**src/rtl/uart_fifo_ctrl.sv**
```systemverilog
`default_nettype none
// +--------------------------------------------------------------------------+
// | uart_fifo_ctrl: RX/TX byte FIFOs, status/ctrl registers and TX sequencer  |
// | Revision: 1.0                                                            |
// +--------------------------------------------------------------------------+
module uart_fifo_ctrl #(
    parameter int DEPTH_LOG2 = 4
) (
    input  logic        clk25,
    input  logic        rst,
    input  logic        enable_i,
    input  logic        readEnable_i,
    input  logic        mode_i,
    input  logic [31:0] dataSave_i,
    output logic [31:0] dataLoad_o,
    output logic        int_o,
    input  logic        rxdReady_i,
    input  logic [7:0]  rxdData_i,
    input  logic        txdBusy_i,
    output logic        txdStart_o,
    output logic [7:0]  txdData_o
);
    localparam int                DEPTH  = 1 << DEPTH_LOG2;
    localparam logic [DEPTH_LOG2:0] C_FULL = {1'b1, {DEPTH_LOG2{1'b0}}};

    typedef enum logic [1:0] {S_IDLE, S_START, S_WAIT_BUSY, S_WAIT_DONE} tx_state_t;

    logic [7:0]            rx_mem_q [DEPTH];
    logic [7:0]            tx_mem_q [DEPTH];
    logic [DEPTH_LOG2-1:0] rx_wr_q, rx_wr_d, rx_rd_q, rx_rd_d;
    logic [DEPTH_LOG2-1:0] tx_wr_q, tx_wr_d, tx_rd_q, tx_rd_d;
    logic [DEPTH_LOG2:0]   rx_cnt_q, rx_cnt_d, tx_cnt_q, tx_cnt_d;
    logic                  rx_ovf_q, rx_ovf_d, tx_ovf_q, tx_ovf_d;
    logic                  rx_ie_q, rx_ie_d, tx_ie_q, tx_ie_d;
    logic                  int_q, int_d;
    tx_state_t             state_q, state_d;
    logic [1:0]            tmo_q, tmo_d;
    logic [7:0]            txd_data_q, txd_data_d;

    logic w_data_rd, w_data_wr, w_stat_rd, w_ctrl_wr;
    logic w_rx_empty, w_rx_full, w_tx_empty, w_tx_full;
    logic w_rx_push, w_rx_pop, w_rx_drop, w_tx_push, w_tx_pop, w_tx_drop;
    logic [31:0] w_status;

    assign w_data_rd  = enable_i &  readEnable_i & ~mode_i;
    assign w_data_wr  = enable_i & ~readEnable_i & ~mode_i;
    assign w_stat_rd  = enable_i &  readEnable_i &  mode_i;
    assign w_ctrl_wr  = enable_i & ~readEnable_i &  mode_i;

    assign w_rx_empty = (rx_cnt_q == '0);
    assign w_rx_full  = (rx_cnt_q == C_FULL);
    assign w_tx_empty = (tx_cnt_q == '0);
    assign w_tx_full  = (tx_cnt_q == C_FULL);

    // A pop in the same cycle frees the slot, so a push at full still lands.
    assign w_rx_pop   = w_data_rd & ~w_rx_empty;
    assign w_rx_push  = rxdReady_i & (~w_rx_full | w_rx_pop);
    assign w_rx_drop  = rxdReady_i & w_rx_full & ~w_rx_pop;
    assign w_tx_push  = w_data_wr & ~w_tx_full;
    assign w_tx_drop  = w_data_wr & w_tx_full;

    always_comb begin
        w_status                        = '0;
        w_status[0]                     = ~w_tx_full;
        w_status[1]                     = ~w_rx_empty;
        w_status[2]                     = rx_ovf_q;
        w_status[3]                     = tx_ovf_q;
        w_status[4]                     = rx_ie_q;
        w_status[5]                     = tx_ie_q;
        w_status[8 +: DEPTH_LOG2+1]     = rx_cnt_q;
        w_status[16 +: DEPTH_LOG2+1]    = tx_cnt_q;
    end

    assign dataLoad_o = mode_i ? w_status
                               : {24'h0, (w_rx_empty ? 8'h00 : rx_mem_q[rx_rd_q])};

    always_comb begin
        state_d    = state_q;
        tmo_d      = tmo_q;
        txd_data_d = txd_data_q;
        w_tx_pop   = 1'b0;
        case (state_q)
            S_IDLE: begin
                if (!w_tx_empty && !txdBusy_i) begin
                    w_tx_pop   = 1'b1;
                    txd_data_d = tx_mem_q[tx_rd_q];
                    state_d    = S_START;
                end
            end
            S_START: begin
                tmo_d   = 2'd0;
                state_d = S_WAIT_BUSY;
            end
            S_WAIT_BUSY: begin
                // Give up after four cycles so a dead transmitter cannot wedge the queue.
                if (txdBusy_i)           state_d = S_WAIT_DONE;
                else if (tmo_q == 2'd3)  state_d = S_IDLE;
                else                     tmo_d   = tmo_q + 2'd1;
            end
            S_WAIT_DONE: begin
                if (!txdBusy_i) state_d = S_IDLE;
            end
            default: state_d = S_IDLE;
        endcase
    end

    always_comb begin
        rx_wr_d  = rx_wr_q + {{(DEPTH_LOG2-1){1'b0}}, w_rx_push};
        rx_rd_d  = rx_rd_q + {{(DEPTH_LOG2-1){1'b0}}, w_rx_pop};
        tx_wr_d  = tx_wr_q + {{(DEPTH_LOG2-1){1'b0}}, w_tx_push};
        tx_rd_d  = tx_rd_q + {{(DEPTH_LOG2-1){1'b0}}, w_tx_pop};
        rx_cnt_d = rx_cnt_q + {{DEPTH_LOG2{1'b0}}, w_rx_push} - {{DEPTH_LOG2{1'b0}}, w_rx_pop};
        tx_cnt_d = tx_cnt_q + {{DEPTH_LOG2{1'b0}}, w_tx_push} - {{DEPTH_LOG2{1'b0}}, w_tx_pop};
        // A fresh overflow wins over the clear from a coincident status read.
        rx_ovf_d = w_rx_drop | (rx_ovf_q & ~w_stat_rd);
        tx_ovf_d = w_tx_drop | (tx_ovf_q & ~w_stat_rd);
        rx_ie_d  = w_ctrl_wr ? dataSave_i[0] : rx_ie_q;
        tx_ie_d  = w_ctrl_wr ? dataSave_i[1] : tx_ie_q;
        int_d    = (rx_ie_q & ~w_rx_empty) | (tx_ie_q & w_tx_empty & (state_q == S_IDLE));
    end

    always_ff @(posedge clk25) begin
        if (w_rx_push) rx_mem_q[rx_wr_q] <= rxdData_i;
        if (w_tx_push) tx_mem_q[tx_wr_q] <= dataSave_i[7:0];
    end

    always_ff @(posedge clk25) begin
        if (rst) begin
            rx_wr_q    <= '0;
            rx_rd_q    <= '0;
            tx_wr_q    <= '0;
            tx_rd_q    <= '0;
            rx_cnt_q   <= '0;
            tx_cnt_q   <= '0;
            rx_ovf_q   <= 1'b0;
            tx_ovf_q   <= 1'b0;
            rx_ie_q    <= 1'b0;
            tx_ie_q    <= 1'b0;
            int_q      <= 1'b0;
            state_q    <= S_IDLE;
            tmo_q      <= 2'd0;
            txd_data_q <= 8'h00;
        end else begin
            rx_wr_q    <= rx_wr_d;
            rx_rd_q    <= rx_rd_d;
            tx_wr_q    <= tx_wr_d;
            tx_rd_q    <= tx_rd_d;
            rx_cnt_q   <= rx_cnt_d;
            tx_cnt_q   <= tx_cnt_d;
            rx_ovf_q   <= rx_ovf_d;
            tx_ovf_q   <= tx_ovf_d;
            rx_ie_q    <= rx_ie_d;
            tx_ie_q    <= tx_ie_d;
            int_q      <= int_d;
            state_q    <= state_d;
            tmo_q      <= tmo_d;
            txd_data_q <= txd_data_d;
        end
    end

    assign txdStart_o = (state_q == S_START);
    assign txdData_o  = txd_data_q;
    assign int_o      = int_q;

endmodule
`default_nettype wire

```
**config.mk**
```make
export PLATFORM = sky130hd
export DESIGN_NAME = uart_fifo_ctrl
export DESIGN_NICKNAME = d
export VERILOG_FILES = /design/src/rtl/uart_fifo_ctrl.sv
export SDC_FILE = /design/constraint.sdc
export NUM_CORES = 1
export LEC_CHECK = 0
export CAP_MARGIN = 30
export CORE_ASPECT_RATIO = 0.75
export CORE_MARGIN = 1
export CORE_UTILIZATION = 45
export DETAILED_ROUTE_END_ITERATION = 6
export DONT_BUFFER_PORTS = 1
export PLACE_DENSITY = 0.66
export SETUP_SLACK_MARGIN = 0.15
export SYNTH_ARGS = -nofsm -noshare
export SYNTH_HDL_FRONTEND = slang
export SYNTH_SLANG_ARGS = --single-unit
export TNS_END_PERCENT = 20
```
**constraint.sdc**
```tcl
create_clock -name clk25 -period 3.6 [get_ports clk25]
set_input_delay 0.36 -clock clk25 [delete_from_list [all_inputs] [get_ports clk25]]
set_output_delay 0.36 -clock clk25 [all_outputs]
set_load 0.02 [all_outputs]
```
==> results by group, run 1 <==
Run status
  – Outcome: finished, violations left
  – Failing checks: DRC

Route
  – DRT iter0 DRCs: 528
  – Vias per std cell: 5.73
  – Via count: 6255
  – DR DRC count: 18
  – First-pass iteration count of the detailed router: 7
  – Post-Route WL: 24500 µm
  – Drt wl/cell: 22.4 µm
  – Antenna-violating nets left: 0

Power and ir drop
  – Flop pwr share: 48.2%
  – NetSw: 2.07 mW
  – Switching Fraction: 24.4%
  – Pwr Density: 609 nW/µm²
  – VDD IR max: 0.000392 V
  – Cell Int Power: 6.43 mW
  – Clk network pwr share: 39.2%
  – Pleak: 4.52 nW
  – Logic pwr share: 12.6%

Timing
  – Final Cycle Share: 87.8%
  – Min cycle time layout: 3.16 ns
  – Clk_skew: 0.0143 ns
  – Final setup viols: 0
  – Hold Fails Final Rpt: 0
  – Slew Limit Fails: 0
  – Worst-Margin Slew: 1.06 ns
  – Highest clock rate: 0.316 GHz
  – RSZ-0062 raised after global routing: no
  – Final worst slack: 0.440 ns
  – Worst relative slew slack: 29.4%
  – Sum Neg Setup Slack: 0 ns

Die
  – Die span in y: 145 µm
  – Area of the core: 26400 µm²
  – Floorplan row count: 51
  – # IOs: 89
  – Starting density of the core: 46.5%
  – Die W: 192 µm
  – Die Area: 27900 µm²

Synthesis
  – Syn avg cell area: 18.0 µm²
  – Synth Flop Type: edfxtp_1
  – Post-synth EDFFs: 256
  – Most instantiated cells after synthesis: edfxtp_1 (256), nor2_1 (54), mux4_2 (49), dfxtp_1 (43), mux2i_1 (36)
  – Yosys Warn Count: 0
  – Async SR Flop Fraction: 0%
  – Top-area cell type share of the netlist area: 62.8%
  – Mux cell area share after synthesis: 15.3%
  – Largest family of logic cells by synthesized area: multiplexers
  – Area share of fa/ha/maj cells after synthesis: 2.27%
  – Yosys reg bits: 299
  – Synth area leaders: edfxtp_1 (63%), mux4_2 (9.0%), dfxtp_1 (7.0%)
  – Simple-Gate Fraction of Synth Area: 6.13%
  – Synthesized-area fraction occupied by ao, oa, aoi and oai cells: 2.44%
  – Cells after Synth: 679
  – Cell with the most instances after synthesis: edfxtp_1
  – Register area share after synthesis: 69.8%
  – Synth cell types: 56
  – Xor and xnor fraction of the mapped netlist area: 1.00%
  – Yosys top cell by area: edfxtp_1
  – Netlist Area Pre-Place: 12200 µm²

Worst setup path
  – WS Path Type: reg2out
  – Req. time, crit path: 3.24 ns
  – Crit path launch type: register
  – Crit path capture type: output pin
  – Critical Path AT: 2.80 ns
  – Crit Path Max Fanout: 17

Clock tree
  – Clock tree root driver cell: clkbuf_16
  – Clock sink count: 299
  – CTS clk-pin slew, worst paths: 0.06 ns
  – TritonCTS clock tree: yes
  – Clk buf depth: 3
  – Clk Latency, worst-skew pair: 0.54 ns
  – TritonCTS Buffers: 29
  – CTS H-tree depth: 1
  – Post-cts sizing count: 0

Placed design
  – Half-perimeter wire length after placement: 15900 µm
  – Pre-CTS WS: 0.615 ns
  – GP Congestion: 0.803
  – I/O Buffers: 0

GRT
  – First-pass GRT wire length: 37100 µm
  – Vias in the first global route: 6282
  – GR Util All Layers: 17.9%
  – Initial antenna violation count: 0
  – GRT Residual Overflow: 0
  – Largest net degree at the start of global routing: 36

Layout
  – Final net count: 792
  – N_diodes: 0
  – Layout cells sized above 1: 19.0%
  – Syn-to-layout area delta: 13.9%
  – Fill cells: 2049

Min path
  – Hold crit path type: in2reg

Run
  – Maxcap violations: 0
-- final cells by class --
| cell class | instances | area [µm²] | area share (%) |
|---|---|---|---|
| tap | 344 | 430 | 3.09 |
| timing repair buffer | 50 | 470 | 3.37 |
| inverter | 15 | 56.3 | 0.404 |
| sequential | 299 | 8550 | 61.3 |
| clock buffer | 30 | 729 | 5.23 |
| clock inverter | 24 | 335 | 2.40 |
| multi-input combinational | 329 | 3370 | 24.2 |
-- layout by cell type (no fill, tap or decap), types with 9 or more instances in the layout --
master         Yosys  layout
dlygate4sd3_1      0      17
nor2b_1           16      16
mux2i_1           36      36
nand2_1            9       9
buf_4             19      30
ha_1              19      19
nand3b_1          13      13
nor2_1            54      54
clkbuf_16          0      29
edfxtp_1         256     256
inv_1             14      14
mux4_2            49      49
conb_1             1      14
nor3_1             9       9
dfxtp_1           43      41
mux4_1            15      15
-- worst max-delay path, cell delays in order (launching register included) --
cell	delay, ns
dfxtp_2	0.66
buf_16	0.24
mux4_1	0.58
mux2i_1	0.24
mux2i_1	0.21
a22o_1	0.32
-- metal layers --
| layer | vias to the layer above | GRT usage [%] | share of wire [%] |
|---|---|---|---|
| li1 | 2747 | - | - |
| met1 | 3240 | 26.6 | 46 |
| met2 | 234 | 27.1 | 45 |
| met3 | 34 | 3.71 | 7.3 |
| met4 | 0 | 4.02 | 1.7 |
| met5 | - | 0 | 0 |
-- cell families (layout without fill, tap and decap cells) --
group / after synthesis / after routing
other: 1 / 14
adders and majority gates: 21 / 21
buffers and inverters: 64 / 119
DFF: 299 / 299
muxes: 101 / 101
AOI/OAI and AO/OA: 40 / 40
xor gates and xnor gates: 14 / 14
and+or+nand+nor: 139 / 139
-- power groups by stage --
stage / Clock, mW / Combinational [mW] / Sequential (mW)
global placement: 0 / 0.933 / 4.17
detailed placement: 0 / 1.00 / 4.16
finish: 3.33 / 1.07 / 4.09
global route: 3.52 / 1.18 / 4.11
CTS: 3.39 / 1.07 / 4.09
floorplan: 0 / 0.795 / 4.10
-- timing repair --
item / in CTS / in global routing
endpoints found under the setup margin: 0 / 0
hold buffers: 18 / 0
endpoints found under the hold margin: 291 / 0
setup buffers: 0 / 0
-- registers in the layout, summed over array words and instances (netlist names), 2 cells and up --
register,flops
state_q,2
rx_cnt_q,5
txdData_o,8
rx_mem_q,128
tx_rd_q,4
tx_mem_q,128
tx_cnt_q,5
tx_wr_q,4
rx_wr_q,4
rx_rd_q,4
tmo_q,2
-- per-stage QoR --
| step | total power, mW | instances | hold WS (ns) | area [µm²] | util [%] |
|---|---|---|---|---|---|
| detailed placement | 5.16 | 1015 | 0.440 | 12600 | 48.0 |
| finish | 8.49 | 1091 | 0.0297 | 13900 | 52.9 |
| global route | 8.81 | 1091 | 0.0260 | 13900 | 52.9 |
| floorplan | 4.89 | 692 | 0.453 | 12300 | - |
| CTS | 8.55 | 1087 | 0.00780 | 13900 | 52.7 |
| global placement | 5.10 | 1014 | 0.435 | 12600 | 47.9 |
-- path summary, 6_finish.rpt --
path                             startpoint             to  slack (ns)  cells past startpoint
worst max-delay path             rx_rd_q[2]  dataLoad_o[3]        0.44                      5
worst min register to register     tmo_q[1]       tmo_q[1]        0.53                      2
worst min-delay path               enable_i       tx_ovf_q        0.03                      3
worst max register to register  tx_cnt_q[2]    tx_cnt_q[4]        0.55                     12
(Power assumes the default switching activity.)
==> inputs of run 2 (changes only) <==
--- a/config.mk
+++ b/config.mk
@@ -5,12 +5,14 @@
 export SDC_FILE = /design/constraint.sdc
 export NUM_CORES = 1
 export LEC_CHECK = 0
+export ABC_AREA = 1
 export CAP_MARGIN = 30
 export CORE_ASPECT_RATIO = 0.75
-export CORE_MARGIN = 1
+export CORE_MARGIN = 4
 export CORE_UTILIZATION = 45
 export DETAILED_ROUTE_END_ITERATION = 6
 export DONT_BUFFER_PORTS = 1
+export GPL_ROUTABILITY_DRIVEN = 0
 export PLACE_DENSITY = 0.66
 export SETUP_SLACK_MARGIN = 0.15
 export SYNTH_ARGS = -nofsm -noshare
==> run 2 against run 1 <==
Net effect: the run now ends clean; clock power decreased by 11%; worst setup slack improved by 0.12 ns; die area increased by 15%; total power increased by 5.6%; core utilization decreased by 1.8 points; count of clock-buffer cells in the layout increased by 5; clock skew increased by 0.0054 ns; highest routed layer is now met5.
==> results by group, run 2 <==
Run status
  – Outcome: complete, no violations (was finished, violations left)

GRT
  – Vias in the first global route: 8018 (was 6282)
  – First-pass GRT wire length: 46600 µm (was 37100 µm)
  – Met2 Resource Use GR: 27.4% (was 27.1%)
  – Initial antenna violation count: 2 (was 0)
  – GR Util All Layers: 18.7% (was 17.9%)
  – GRT met3 Usage: 4.49% (was 3.71%)
  – Busiest layer in global routing: met1 (was met2)
  – Largest net degree at the start of global routing: 70 (was 36)
  – GRT Residual Overflow: 0 (unchanged)
  – Met1 GRT Util: 28.4% (was 26.6%)

Clock tree
  – Clock sink count: 299 (unchanged)
  – TritonCTS clock tree: yes (unchanged)
  – Post-cts sizing count: 0 (unchanged)
  – Clk buf depth: 3 (unchanged)
  – CTS clk-pin slew, worst paths: 0.06 ns (about the same)
  – CTS H-tree depth: 1 (unchanged)
  – Clk Latency, worst-skew pair: 0.55 ns (was 0.54 ns)
  – TritonCTS Buffers: 29 (unchanged)
  – Clock tree root driver cell: clkbuf_16 (unchanged)

Die
  – Floorplan row count: 53 (was 51)
  – Die W: 206 µm (was 192 µm)
  – Die span in y: 156 µm (was 145 µm)
  – Starting density of the core: 46.3% (was 46.5%)
  – Area of the core: 28400 µm² (was 26400 µm²)
  – Die Area: 32100 µm² (was 27900 µm²)
  – # IOs: 89 (unchanged)

Synthesis
  – Syn avg cell area: 9.95 µm² (was 18.0 µm²)
  – Synth Flop Type: edfxtp_1 (unchanged)
  – Async SR Flop Fraction: 0% (unchanged)
  – Netlist Area Pre-Place: 13200 µm² (was 12200 µm²)
  – Yosys Warn Count: 0 (unchanged)
  – Yosys reg bits: 299 (unchanged)
  – Top-area cell type share of the netlist area: 58.4% (was 62.8%)
  – Synth cell types: 31 (was 56)
  – Post-synth EDFFs: 256 (unchanged)
  – Yosys top cell by area: edfxtp_1 (unchanged)
  – Register area share after synthesis: 64.9% (was 69.8%)
  – Cell with the most instances after synthesis: nand2_1 (was edfxtp_1)
  – Synth area leaders: edfxtp_1 (58%), nand2_1 (12%), dfxtp_1 (6.5%) (was edfxtp_1 (63%), mux4_2 (9.0%), dfxtp_1 (7.0%))
  – Cells after Synth: 1323 (was 679)
  – Most instantiated cells after synthesis: nand2_1 (405), edfxtp_1 (256), nand3_1 (162), inv_1 (149), nor2_1 (119) (was edfxtp_1 (256), nor2_1 (54), mux4_2 (49), dfxtp_1 (43), mux2i_1 (36))

Timing
  – Worst-Margin Slew: 0.919 ns (was 1.06 ns)
  – Min cycle time layout: 3.04 ns (was 3.16 ns)
  – Final setup viols: 0 (unchanged)
  – Final Cycle Share: 84.5% (was 87.8%)
  – Worst relative slew slack: 38.5% (was 29.4%)
  – Clk_skew: 0.0197 ns (was 0.0143 ns)
  – Slew Limit Fails: 0 (unchanged)
  – Highest clock rate: 0.329 GHz (was 0.316 GHz)
  – Sum Neg Setup Slack: 0 ns (unchanged)
  – RSZ-0062 raised after global routing: no (unchanged)
  – Hold Fails Final Rpt: 0 (unchanged)

Layout
  – Final net count: 1401 (was 792)
  – Commonest non-fill, non-tap cell in the layout: nand2_1 (was edfxtp_1)
  – Syn-to-layout area delta: 10.4% (was 13.9%)
  – Most frequent cells in the layout: nand2_1 (405), edfxtp_1 (256), nand3_1 (162), inv_1 (149), nor2_1 (119) (was edfxtp_1 (256), nor2_1 (54), mux4_2 (49), dfxtp_1 (41), mux2i_1 (36))
  – Fill cells: 2467 (was 2049)
  – Layout cells sized above 1: 5.68% (was 19.0%)
  – Post-layout util: 51.1% (was 52.9%)

Worst setup path
  – Crit Path Max Fanout: 69 (was 17)
  – Req. time, crit path: 3.24 ns (about the same)
  – WS Path Type: reg2out (unchanged)
  – Critical Path AT: 2.68 ns (was 2.80 ns)
  – Crit path launch type: register (unchanged)
  – Crit path capture type: output pin (unchanged)

Route
  – DRT iter0 DRCs: 769 (was 528)
  – Antenna-violating nets left: 0 (unchanged)
  – DR DRC count: 0 (was 18)
  – Vias per std cell: 5.08 (was 5.73)
  – Drt wl/cell: 17.4 µm (was 22.4 µm)
  – Via count: 8859 (was 6255)
  – First-pass iteration count of the detailed router: 5 (was 7)
  – Post-Route WL: 30300 µm (was 24500 µm)

Run
  – Maxcap violations: 0 (unchanged)

Power and ir drop
  – VDD IR max: 0.000476 V (was 0.000392 V)
  – Pwr Density: 617 nW/µm² (was 609 nW/µm²)
  – Pleak: 5.91 nW (was 4.52 nW)
  – Total chip power: 8.97 mW (was 8.49 mW)

Min path
  – Hold crit path type: in2reg (unchanged)

Placed design
  – I/O Buffers: 0 (unchanged)
  – Half-perimeter wire length after placement: 18700 µm (was 15900 µm)
[run 2: cell types whose count changed in the layout (fill, tap and decap cells not counted), moves of 8 or more]
cell,previous run,this run
mux2i_1,36,0
buf_4,30,19
nand2_1,9,405
nand3b_1,13,0
inv_1,14,149
nor2b_1,16,0
a21oi_1,8,24
o221ai_1,8,0
nor2_1,54,119
o21ai_0,2,29
mux4_2,49,0
nand3_1,7,162
mux4_1,15,0
[run 2: power by group]
| part | internal [mW] | switching, mW | total [mW] |
|---|---|---|---|
| registers | 3.93 | 0.169 | 4.10 |
| logic | 0.547 | 1.34 | 1.89 |
| clock network | 1.70 | 1.28 | 2.98 |
[run 2: routing by layer]
metal | wire length, µm | part of all wire, %
met5 | 8 | 0.026
met3 | 2840 | 9.4
met1 | 13800 | 46
met2 | 13100 | 43
met4 | 534 | 1.8
[run 2: area by class of cell]
class | instances | area (µm²) | share of cell area (%)
sequential | 299 | 8550 | 58.8
multi-input combinational | 810 | 3620 | 24.9
clock buffer | 35 | 748 | 5.15
inverter | 154 | 578 | 3.98
tap | 385 | 482 | 3.31
timing repair buffer | 39 | 370 | 2.55
clock inverter | 19 | 176 | 1.21
antenna | 2 | 5.00 | 0.0344
[run 2: critical path, cell delays in order (launching register included)]
cell and delay [ns]:
dfxtp_2 0.34, buf_4 0.58, nor2_1 0.14, nor2_1 0.11, o21ai_0 0.09, nand3_1 0.10
nand3_1 0.21, a21oi_1 0.52
[run 2: per-stage QoR]
stage | setup slack, ns | cell area, µm² | std cells | hold slack, ns
floorplan | 1.08 | 13200 | 1336 | 0.429
global placement | 0.764 | 13400 | 1667 | 0.445
detailed placement | 0.702 | 13400 | 1668 | 0.443
CTS | 0.571 | 14500 | 1741 | 0.0128
global route | 0.346 | 14500 | 1743 | 0.0391
finish | 0.556 | 14500 | 1743 | 0.0291
[run 2: repair_timing]
item,4_1_cts,5_1_grt
endpoints found under the setup margin,0,0
hold endpoints to repair,288,0
setup buffers,0,0
hold buffers,19,0
[run 2: path summary, 6_finish.rpt]
path | startpoint | to | slack, ns | cells past startpoint
setup reg to reg | rx_cnt_q[2] | rx_cnt_q[4] | 0.65 | 17
setup / recovery | rx_rd_q[0] | dataLoad_o[7] | 0.56 | 7
hold reg to reg | tmo_q[0] | tmo_q[0] | 0.47 | 1
hold / removal | dataSave_i[0] | rx_ie_q | 0.03 | 2
[run 2: logic make-up after synthesis]
group	count (synthesis)	share of synthesized area [%]
XOR/XNOR	8	0.532
AND/OR/NAND/NOR	701	21.9
flip-flops	299	64.9
buffers and inverters	227	7.91
other	1	0.0285
adder cells (fa/ha/maj)	21	2.11
AO/OA/AOI/OAI	66	2.62
